**src/rtl/gb_io_pkg.sv**
```systemverilog
// Shared I/O register map and serial link FSM encoding.
package gb_io_pkg;

    localparam logic [15:0] ADDR_SB    = 16'hFF01;
    localparam logic [15:0] ADDR_SC    = 16'hFF02;
    localparam int          IRQ_SERIAL = 3;

    typedef enum logic [1:0] {
        SER_IDLE,
        SER_XFER_INT,
        SER_XFER_EXT,
        SER_DONE
    } ser_state_e;

endpackage

```
**src/rtl/sync_edge_detect.sv**
```systemverilog
// Two-flop synchroniser for an asynchronous input, plus one-cycle rise/fall
// pulses taken from the synchronised value.
module sync_edge_detect #(
    parameter logic RESET_VAL = 1'b1
) (
    input  logic clk,
    input  logic reset,
    input  logic async_in,
    output logic rise,
    output logic fall
);

    // sync_sh[0..1] form the synchroniser, sync_sh[2] holds the previous synced value
    logic [2:0] sync_sh;

    // Shift the async input through the synchroniser and history flop
    always_ff @(posedge clk) begin
        if (reset) sync_sh <= {3{RESET_VAL}};
        else       sync_sh <= {sync_sh[1:0], async_in};
    end

    assign rise = sync_sh[1] & ~sync_sh[2];
    assign fall = ~sync_sh[1] & sync_sh[2];

endmodule

```
**src/rtl/gb_serial_link.sv**
```systemverilog
// Game Boy link port: SB/SC registers and an 8-bit full-duplex shift engine,
// acting as link clock master (internal clock) or slave (external clock).
module gb_serial_link #(
    parameter int CLK_DIV = 512
) (
    input  logic        core_clk,
    input  logic        reset,
    input  logic [15:0] address_bus_in,
    input  logic        mem_we,
    input  logic [7:0]  data_in,
    output logic [7:0]  data_out,
    output logic        reg_hit,
    input  logic        sclk_in,
    input  logic        sin,
    output logic        sclk_out,
    output logic        sclk_oe,
    output logic        sout,
    output logic        busy,
    output logic        serial_int_req
);

    import gb_io_pkg::*;

    localparam int              PH_W    = (CLK_DIV > 1) ? $clog2(CLK_DIV) : 1;
    localparam logic [PH_W-1:0] PH_LAST = PH_W'(CLK_DIV - 1);
    localparam logic [PH_W-1:0] PH_HALF = PH_W'(CLK_DIV / 2);
    localparam logic [PH_W-1:0] PH_ONE  = PH_W'(1);

    ser_state_e      state, state_nx;
    logic [7:0]      sb;
    logic            sc7, sc0;
    logic [2:0]      bit_cnt;
    logic [PH_W-1:0] phase;
    logic            sout_r;
    logic            ext_rise, ext_fall;
    logic            sb_wr, sc_wr, sc_abort;

    assign sb_wr    = mem_we && (address_bus_in == ADDR_SB);
    assign sc_wr    = mem_we && (address_bus_in == ADDR_SC);
    assign sc_abort = sc_wr && !data_in[7];

    assign reg_hit  = (address_bus_in == ADDR_SB) || (address_bus_in == ADDR_SC);
    assign data_out = (address_bus_in == ADDR_SB) ? sb :
                      (address_bus_in == ADDR_SC) ? {sc7, 6'b111111, sc0} : 8'hFF;
    assign busy     = sc7;

    sync_edge_detect #(.RESET_VAL(1'b1)) u_sclk_sync (
        .clk      (core_clk),
        .reset    (reset),
        .async_in (sclk_in),
        .rise     (ext_rise),
        .fall     (ext_fall)
    );

    // FSM state register
    always_ff @(posedge core_clk) begin
        if (reset) state <= SER_IDLE;
        else       state <= state_nx;
    end

    // Next state and link-pin outputs; completion is the 7->8 bit event, not a wrap
    always_comb begin
        state_nx       = state;
        sclk_out       = 1'b1;
        sclk_oe        = 1'b0;
        sout           = 1'b1;
        serial_int_req = 1'b0;
        case (state)
            SER_IDLE: begin
                if (sc_wr && data_in[7])
                    state_nx = data_in[0] ? SER_XFER_INT : SER_XFER_EXT;
            end
            SER_XFER_INT: begin
                sclk_oe  = 1'b1;
                sclk_out = (phase >= PH_HALF);
                sout     = sout_r;
                if (sc_abort)                                state_nx = SER_IDLE;
                else if (phase == PH_LAST && bit_cnt == 3'd7) state_nx = SER_DONE;
            end
            SER_XFER_EXT: begin
                sout = sout_r;
                if (sc_abort)                         state_nx = SER_IDLE;
                else if (ext_rise && bit_cnt == 3'd7) state_nx = SER_DONE;
            end
            SER_DONE: begin
                serial_int_req = 1'b1;
                state_nx       = SER_IDLE;
            end
            default: state_nx = SER_IDLE;
        endcase
    end

    // Registers and shift datapath; SB is write-protected while a transfer is in flight
    always_ff @(posedge core_clk) begin
        if (reset) begin
            sb      <= 8'h00;
            sc7     <= 1'b0;
            sc0     <= 1'b0;
            bit_cnt <= 3'd0;
            phase   <= '0;
            sout_r  <= 1'b1;
        end else begin
            case (state)
                SER_IDLE: begin
                    if (sb_wr) sb <= data_in;
                    if (sc_wr) begin
                        sc0 <= data_in[0];
                        if (data_in[7]) begin
                            sc7     <= 1'b1;
                            bit_cnt <= 3'd0;
                            phase   <= '0;
                            sout_r  <= sb[7];
                        end
                    end
                end
                SER_XFER_INT: begin
                    if (sc_abort) begin
                        sc7    <= 1'b0;
                        sc0    <= data_in[0];
                        sout_r <= 1'b1;
                    end else begin
                        phase <= (phase == PH_LAST) ? '0 : phase + PH_ONE;
                        if (phase == '0)      sout_r  <= sb[7];
                        if (phase == PH_HALF) sb      <= {sb[6:0], sin};
                        if (phase == PH_LAST) bit_cnt <= bit_cnt + 3'd1;
                    end
                end
                SER_XFER_EXT: begin
                    if (sc_abort) begin
                        sc7    <= 1'b0;
                        sc0    <= data_in[0];
                        sout_r <= 1'b1;
                    end else if (ext_rise) begin
                        sb      <= {sb[6:0], sin};
                        bit_cnt <= bit_cnt + 3'd1;
                    end else if (ext_fall) begin
                        sout_r <= sb[7];
                    end
                end
                SER_DONE: begin
                    sc7    <= 1'b0;
                    sout_r <= 1'b1;
                end
                default: ;
            endcase
        end
    end

endmodule
```
**config.mk**
```make
export PLATFORM = sky130hd
export DESIGN_NAME = gb_serial_link
export DESIGN_NICKNAME = d
export VERILOG_FILES = /design/src/rtl/gb_io_pkg.sv /design/src/rtl/sync_edge_detect.sv /design/src/rtl/gb_serial_link.sv
export SDC_FILE = /design/constraint.sdc
export NUM_CORES = 1
export LEC_CHECK = 0
export CAP_MARGIN = 10
export CELL_PAD_IN_SITES_DETAIL_PLACEMENT = 1
export CELL_PAD_IN_SITES_GLOBAL_PLACEMENT = 2
export CORE_MARGIN = 3
export CORE_UTILIZATION = 31
export DETAILED_ROUTE_END_ITERATION = 10
export HOLD_SLACK_MARGIN = 0.12
export PLACE_DENSITY = 0.85
export SLEW_MARGIN = 5
export SYNTH_ARGS = -nofsm -noshare
export SYNTH_HDL_FRONTEND = slang
export SYNTH_HIERARCHICAL = 1
export SYNTH_SLANG_ARGS = --single-unit
```
**constraint.sdc**
```tcl
create_clock -name core_clk -period 5.8 [get_ports core_clk]
set_input_delay 1.45 -clock core_clk [delete_from_list [all_inputs] [get_ports core_clk]]
set_output_delay 1.45 -clock core_clk [all_outputs]
set_load 0.02 [all_outputs]
```
=== Word level (Yosys, flattened, before mapping) ===
Cells that the tools add are included.

* Add/sub/neg operators: 2
* $lt $le $gt $ge: 1
* Equality and inequality tests: 23
* Multiplexer cells: 46
* Bitwise operators: 4
* Reductions and logical operators: 21

{| class="wikitable"
|+ Operators by type and width
! kind !! count
|-
| 2-to-1 mux 8 bit || 7
|-
| 2-to-1 mux 9 bit || 4
|-
| equality test 16 bit, second input constant || 2
|-
| case mux 8 bit (3 select lines) || 1
|-
| equality test 9 bit, second input constant || 2
|-
| 2-to-1 mux 3 bit || 6
|-
| != test 2 bit, second input constant || 9
|-
| case mux 9 bit (2 select lines) || 1
|-
| 2-to-1 mux 1 bit || 16
|-
| != test 3 bit, second input constant || 5
|-
| 2-to-1 mux 2 bit || 6
|-
| adder 9 x 1 -> 9 bit, second input constant || 1
|-
| greater-or-equal comparator 9 bit, second input constant || 1
|-
| zero test 9 bit || 1
|-
| case mux 3 bit (3 select lines) || 1
|-
| AND reduction 3 bit || 3
|-
| case mux 2 bit (4 select lines) || 1
|-
| AND reduction 7 bit || 1
|-
| logical AND 1 bit || 6
|-
| AND reduction 6 bit || 1
|-
| AND reduction 5 bit || 1
|-
| equality test 2 bit, second input constant || 2
|-
| case mux 1 bit (4 select lines) || 1
|-
| AND reduction 4 bit || 1
|-
| other kinds (14) || 17
|}

* Register bits: 28
* Output and inout bits: 14

=== Longest topological paths before layout ===
Gate-level depths: netlist (run 1).

* Depth after elaboration: 6
* Mapped depth: 9
* Depth with buffers taken out: 9

=== Modules after synthesis ===
Netlist (run 1), hierarchy kept.

{| class="wikitable"
|+ By module, submodules not included
! module !! instances !! cells an instance !! area an instance (µm²) !! sequential area each (µm²)
|-
| gb_serial_link || 1 || 217 || 1,755.4 || 500.5
|-
| sync_edge_detect || 1 || 8 || 92.6 || 60.1
|}

=== Least setup slack after synthesis (run 1) ===
No wires, ideal clock.

* Kind: input -> output
* Start: input address_bus_in[3]
* End: output data_out[0]
* Arrival time: 2,962 ps
* Slack: 1,388 ps
* Stages on the path: 4
* Buffers on the path: 1
* Cell sequence: or4_4 -> or4_4 -> buf_6 -> o22a_1

* Word-level cells in the longest chain between the ends: 3
* Elaborated cells between the ends (all ways): 4

{| class="wikitable"
|+ RTL lines
! what !! line !! source
|-
| from (decl) || gb_serial_link.sv:8 || <nowiki>input logic [15:0] address_bus_in,</nowiki>
|-
| equality test 16 bit || gb_serial_link.sv:44 || <nowiki>(address_bus_in == ADDR_SC) ? {sc7, 6'b111111, sc0} : 8'hFF;</nowiki>
|-
| 2-to-1 mux 8 bit || gb_serial_link.sv:44 ||
|-
| 2-to-1 mux 8 bit * || gb_serial_link.sv:43 || <nowiki>assign data_out = (address_bus_in == ADDR_SB) ? sb :</nowiki>
|-
| to (decl) || gb_serial_link.sv:11 || <nowiki>output logic [7:0] data_out,</nowiki>
|}

Mark *: on every way between the ends. The rest lies on a longest branch, timed or not.

=== Worst setup path in the final report (run 1) ===
Same ends and word-level chain as after synthesis.

==> Flow_metrics.wiki, run 1 <==
{| class="wikitable"
! Metric !! Value
|-
| Critical Path Source Type || primary input
|-
| Clock Skews || 0.003865 ns
|-
| Number of synthesized register bits || 28
|-
| R2R cell count || 7
|-
| Clk Latency, worst-skew pair || 0.27 ns
|-
| Routed Antenna Nets || 0
|-
| Top Ports || 43
|-
| Power density of the placed cells || 142.1 mW/mm²
|-
| Remaining global-route overflow || 0
|-
| Signal arrival time at the worst endpoint || 3.82 ns
|-
| Synthesized cell area || 0.001848 mm²
|-
| Synthesis Warnings || 6
|-
| Most area-hungry cell type in the Yosys netlist || sky130_fd_sc_hd__dfxtp_1
|-
| Htree depth || 1
|-
| Final std cell area, no fill || 0.002350 mm²
|-
| Number of post-CTS setup repair buffers || 0
|-
| Time the final worst path needs with I/O delays and setup || 5.266 ns
|-
| Endpoint, Worst Hold || u_sclk_sync/sync_sh[1]
|-
| Horizontal die dimension || 83.21 µm
|-
| Maximum fanout along the worst path || 11
|-
| Number of port buffers || 42
|-
| Wire length of the first global-routing pass || 8687 µm
|-
| Total via count in the routed design || 1,844
|-
| DRC violation count after routing || 0
|-
| Final count of pins violating max slew || 0
|-
| Initial antenna violation count || 0
|-
| Worst vdd rail ir drop || 75.91 µV
|-
| Routability congestion estimate || 0.8151
|-
| Library cells used by synthesis || 43
|-
| Number of optimization iterations in the first detailed-route pass || 4
|-
| Outcome || finished clean
|-
| Final worst path period share || 0.9079
|-
| Core outline area || 0.005642 mm²
|-
| Number of cells traversed by the worst hold path || 1
|-
| Data required, critical path || 4.35 ns
|-
| Leading cell type in the layout, fill and taps excluded || sky130_fd_sc_hd__clkdlybuf4s50_1
|-
| Source of the worst register-to-register timing path || phase[0]
|-
| Setup total negative slack || 0 ns
|-
| Clock tree root driver cell || sky130_fd_sc_hd__clkbuf_8
|-
| Number of global-route vias before repair || 1,796
|-
| Measured slew at the worst slew-check pin || 0.9758 ns
|-
| Critical hold path startpoint || u_sclk_sync/sync_sh[0]
|-
| Number of setup violations in the final report || 0
|-
| Area growth, synth to finish || 27.15%
|-
| Ratio of cells with drive above 1 in the final layout || 0.05385
|-
| Internal reg-to-reg setup slack || 3.21 ns
|-
| Final core occ || 0.4165
|-
| Total wire length after detailed routing || 5268 µm
|-
| RSZ-0062 raised after global routing || false
|-
| Slew headroom || 0.3474
|-
| Top library cells by usage in the layout, fill and taps aside || 42 x sky130_fd_sc_hd__clkdlybuf4s50_1, 28 x sky130_fd_sc_hd__dfxtp_1, 25 x sky130_fd_sc_hd__a21oi_1
|-
| Clock Sinks || 28
|-
| CTS tree || done
|-
| Detailed-route wire length per cell || 15.87 µm
|-
| Area of all sequential standard cells || 560.5 µm²
|-
| Initial drt markers || 45
|-
| Initial core utilization || 0.3276
|-
| Reg-to-Reg End || sb[6]
|-
| Hold buffers post-CTS || 0
|-
| Die height || 83.21 µm
|-
| Clk slew on worst S/H paths || 0.10 ns
|-
| Static leakage || 0.0007943 µW
|-
| Average vias per placed instance || 5.554
|-
| Area enclosed by the die boundary || 0.006924 mm²
|-
| Filler cells || 674
|-
| Most area-consuming cells after synthesis || sky130_fd_sc_hd__dfxtp_1 30%, sky130_fd_sc_hd__a21oi_1 6.8%, sky130_fd_sc_hd__mux2i_1 6.5%
|-
| Share of the synthesized area in the top cell type || 0.3033
|-
| Class of the tightest hold or removal check || flip-flop to flip-flop
|-
| Avg Inst Size Synth || 8.213 µm²
|-
| Max-cap viol count || 0
|-
| Pin count of the biggest net entering global routing || 27
|-
| Row Count || 27
|-
| Setup crit end kind || output pin
|-
| Maximum clock rate || 189.9 MHz
|-
| Post-synthesis sequential area ratio || 0.3033
|-
| Final HPWL DP || 4041 µm
|-
| Post-Synthesis Cells || 225
|-
| Hold Slack || 0.4193 ns
|-
| Clk buf depth || 2
|-
| CTS buffer count || 3
|-
| Multi-input gate area || 0.001189 mm²
|-
| Global routing usage summed across all routing layers || 0.1483
|-
| Antenna fix cells || 0
|-
| Count of final hold-check violations || 0
|-
| Placed Area || 0.002308 mm²
|-
| Syn_nets || 263
|-
| Final #Nets || 300
|-
| Post-cts gate resize count || 0
|-
| Crit Path Class || primary input to output pin
|}
-- critical path, cell delays in order --
cell and delay [ns]:
sky130_fd_sc_hd__clkdlybuf4s50_1 0.40, sky130_fd_sc_hd__or4_4 0.57, sky130_fd_sc_hd__or4_4 0.64, sky130_fd_sc_hd__o22a_1 0.21
sky130_fd_sc_hd__clkdlybuf4s50_1 0.54
-- area by class of cell --
cell class	count	area share
inverters	11	0.01757
clock buffers	3	0.01757
repair buffers	43	0.1821
well taps	72	0.03834
multi-input cells	175	0.5059
flip-flops and latches	28	0.2386
-- cells in the mapped netlist, drive strengths merged --
cell / count
inv: 10
o21ai: 15
o31ai: 7
nand4bb: 1
nand4: 2
clkbuf: 7
ha: 9
nand4b: 3
o22a: 2
nand3: 8
o211ai: 1
o2111ai: 3
o311ai: 1
a22oi: 1
nor4: 3
a31o: 3
and3: 5
or2: 4
nor2: 9
clkinv: 1
a21oi: 25
a211oi: 4
nand2b: 9
a2bb2oi: 1
or4: 8
o2bb2ai: 2
nand2: 12
nor2b: 4
a211o: 3
or3: 10
buf: 4
and2b: 1
a31oi: 2
dfxtp: 28
mux2i: 12
or4b: 1
nor3: 3
and2: 1
-- metrics by stage --
step / worst slack, ns / power, µW / std cells
after floorplan: 1.388 / 208.3 / 225
after global placement: 0.5530 / 231.5 / 329
after detailed placement: 0.5189 / 232.0 / 329
after CTS: 0.5206 / 340.5 / 332
after global routing: 0.4618 / 350.0 / 332
final: 0.5343 / 333.9 / 332
-- where the power goes --
| part | internal [µW] | total [µW] | switching (µW) | leakage, µW |
|---|---|---|---|---|
| clock network | 46.7 | 107 | 59.9 | 0.0000216 |
| logic | 21.2 | 34.0 | 12.8 | 0.000547 |
| registers | 193 | 193 | 0.363 | 0.000226 |
| total | 261 | 334 | 73.1 | 0.000794 |
-- routing by layer --
layer	track usage	share of wire	vias up
met5	0	0	-
met4	0.02229	0.0078	0
met3	0.03571	0.042	4
met2	0.2485	0.46	44
met1	0.1966	0.49	878
li1	-	-	918
-- flip-flops by register name (all words and copies together), names as in the netlist --
signal and flops:
bit_cnt 3, u_sclk_sync/sync_sh 3, sc0 1, state 2, sb 8, busy 1, sout_r 1, phase 9
-- kinds of logic after synthesis --
logic type | count (synthesis) | share of synthesized area
AOI/OAI and AO/OA | 70 | 0.2431
adders and majority gates | 9 | 0.06094
buffers and inverters | 22 | 0.05348
DFF | 28 | 0.3033
muxes | 12 | 0.06500
and+or+nand+nor | 84 | 0.2742
-- worst max path at each step --
stage / start / to / slack, ns / depth (start not counted)
floorplan: address_bus_in[3] / data_out[0] / 1.39 / 4
global placement: address_bus_in[3] / data_out[0] / 0.55 / 5
detailed placement: address_bus_in[3] / data_out[0] / 0.52 / 5
CTS: address_bus_in[3] / data_out[0] / 0.52 / 5
global route: address_bus_in[3] / data_out[0] / 0.46 / 5
finish: address_bus_in[3] / data_out[0] / 0.53 / 5
Note: power is estimated with default switching activity, not from simulation.
==> inputs of run 2 (changes only) <==
--- a/config.mk
+++ b/config.mk
@@ -13,7 +13,7 @@
 export DETAILED_ROUTE_END_ITERATION = 10
 export HOLD_SLACK_MARGIN = 0.12
 export PLACE_DENSITY = 0.85
-export SLEW_MARGIN = 5
+export SLEW_MARGIN = 0
 export SYNTH_ARGS = -nofsm -noshare
 export SYNTH_HDL_FRONTEND = slang
 export SYNTH_HIERARCHICAL = 1
==> results of run 2 <==
The final DEF is identical to that of run 1; final timing and power are the same.
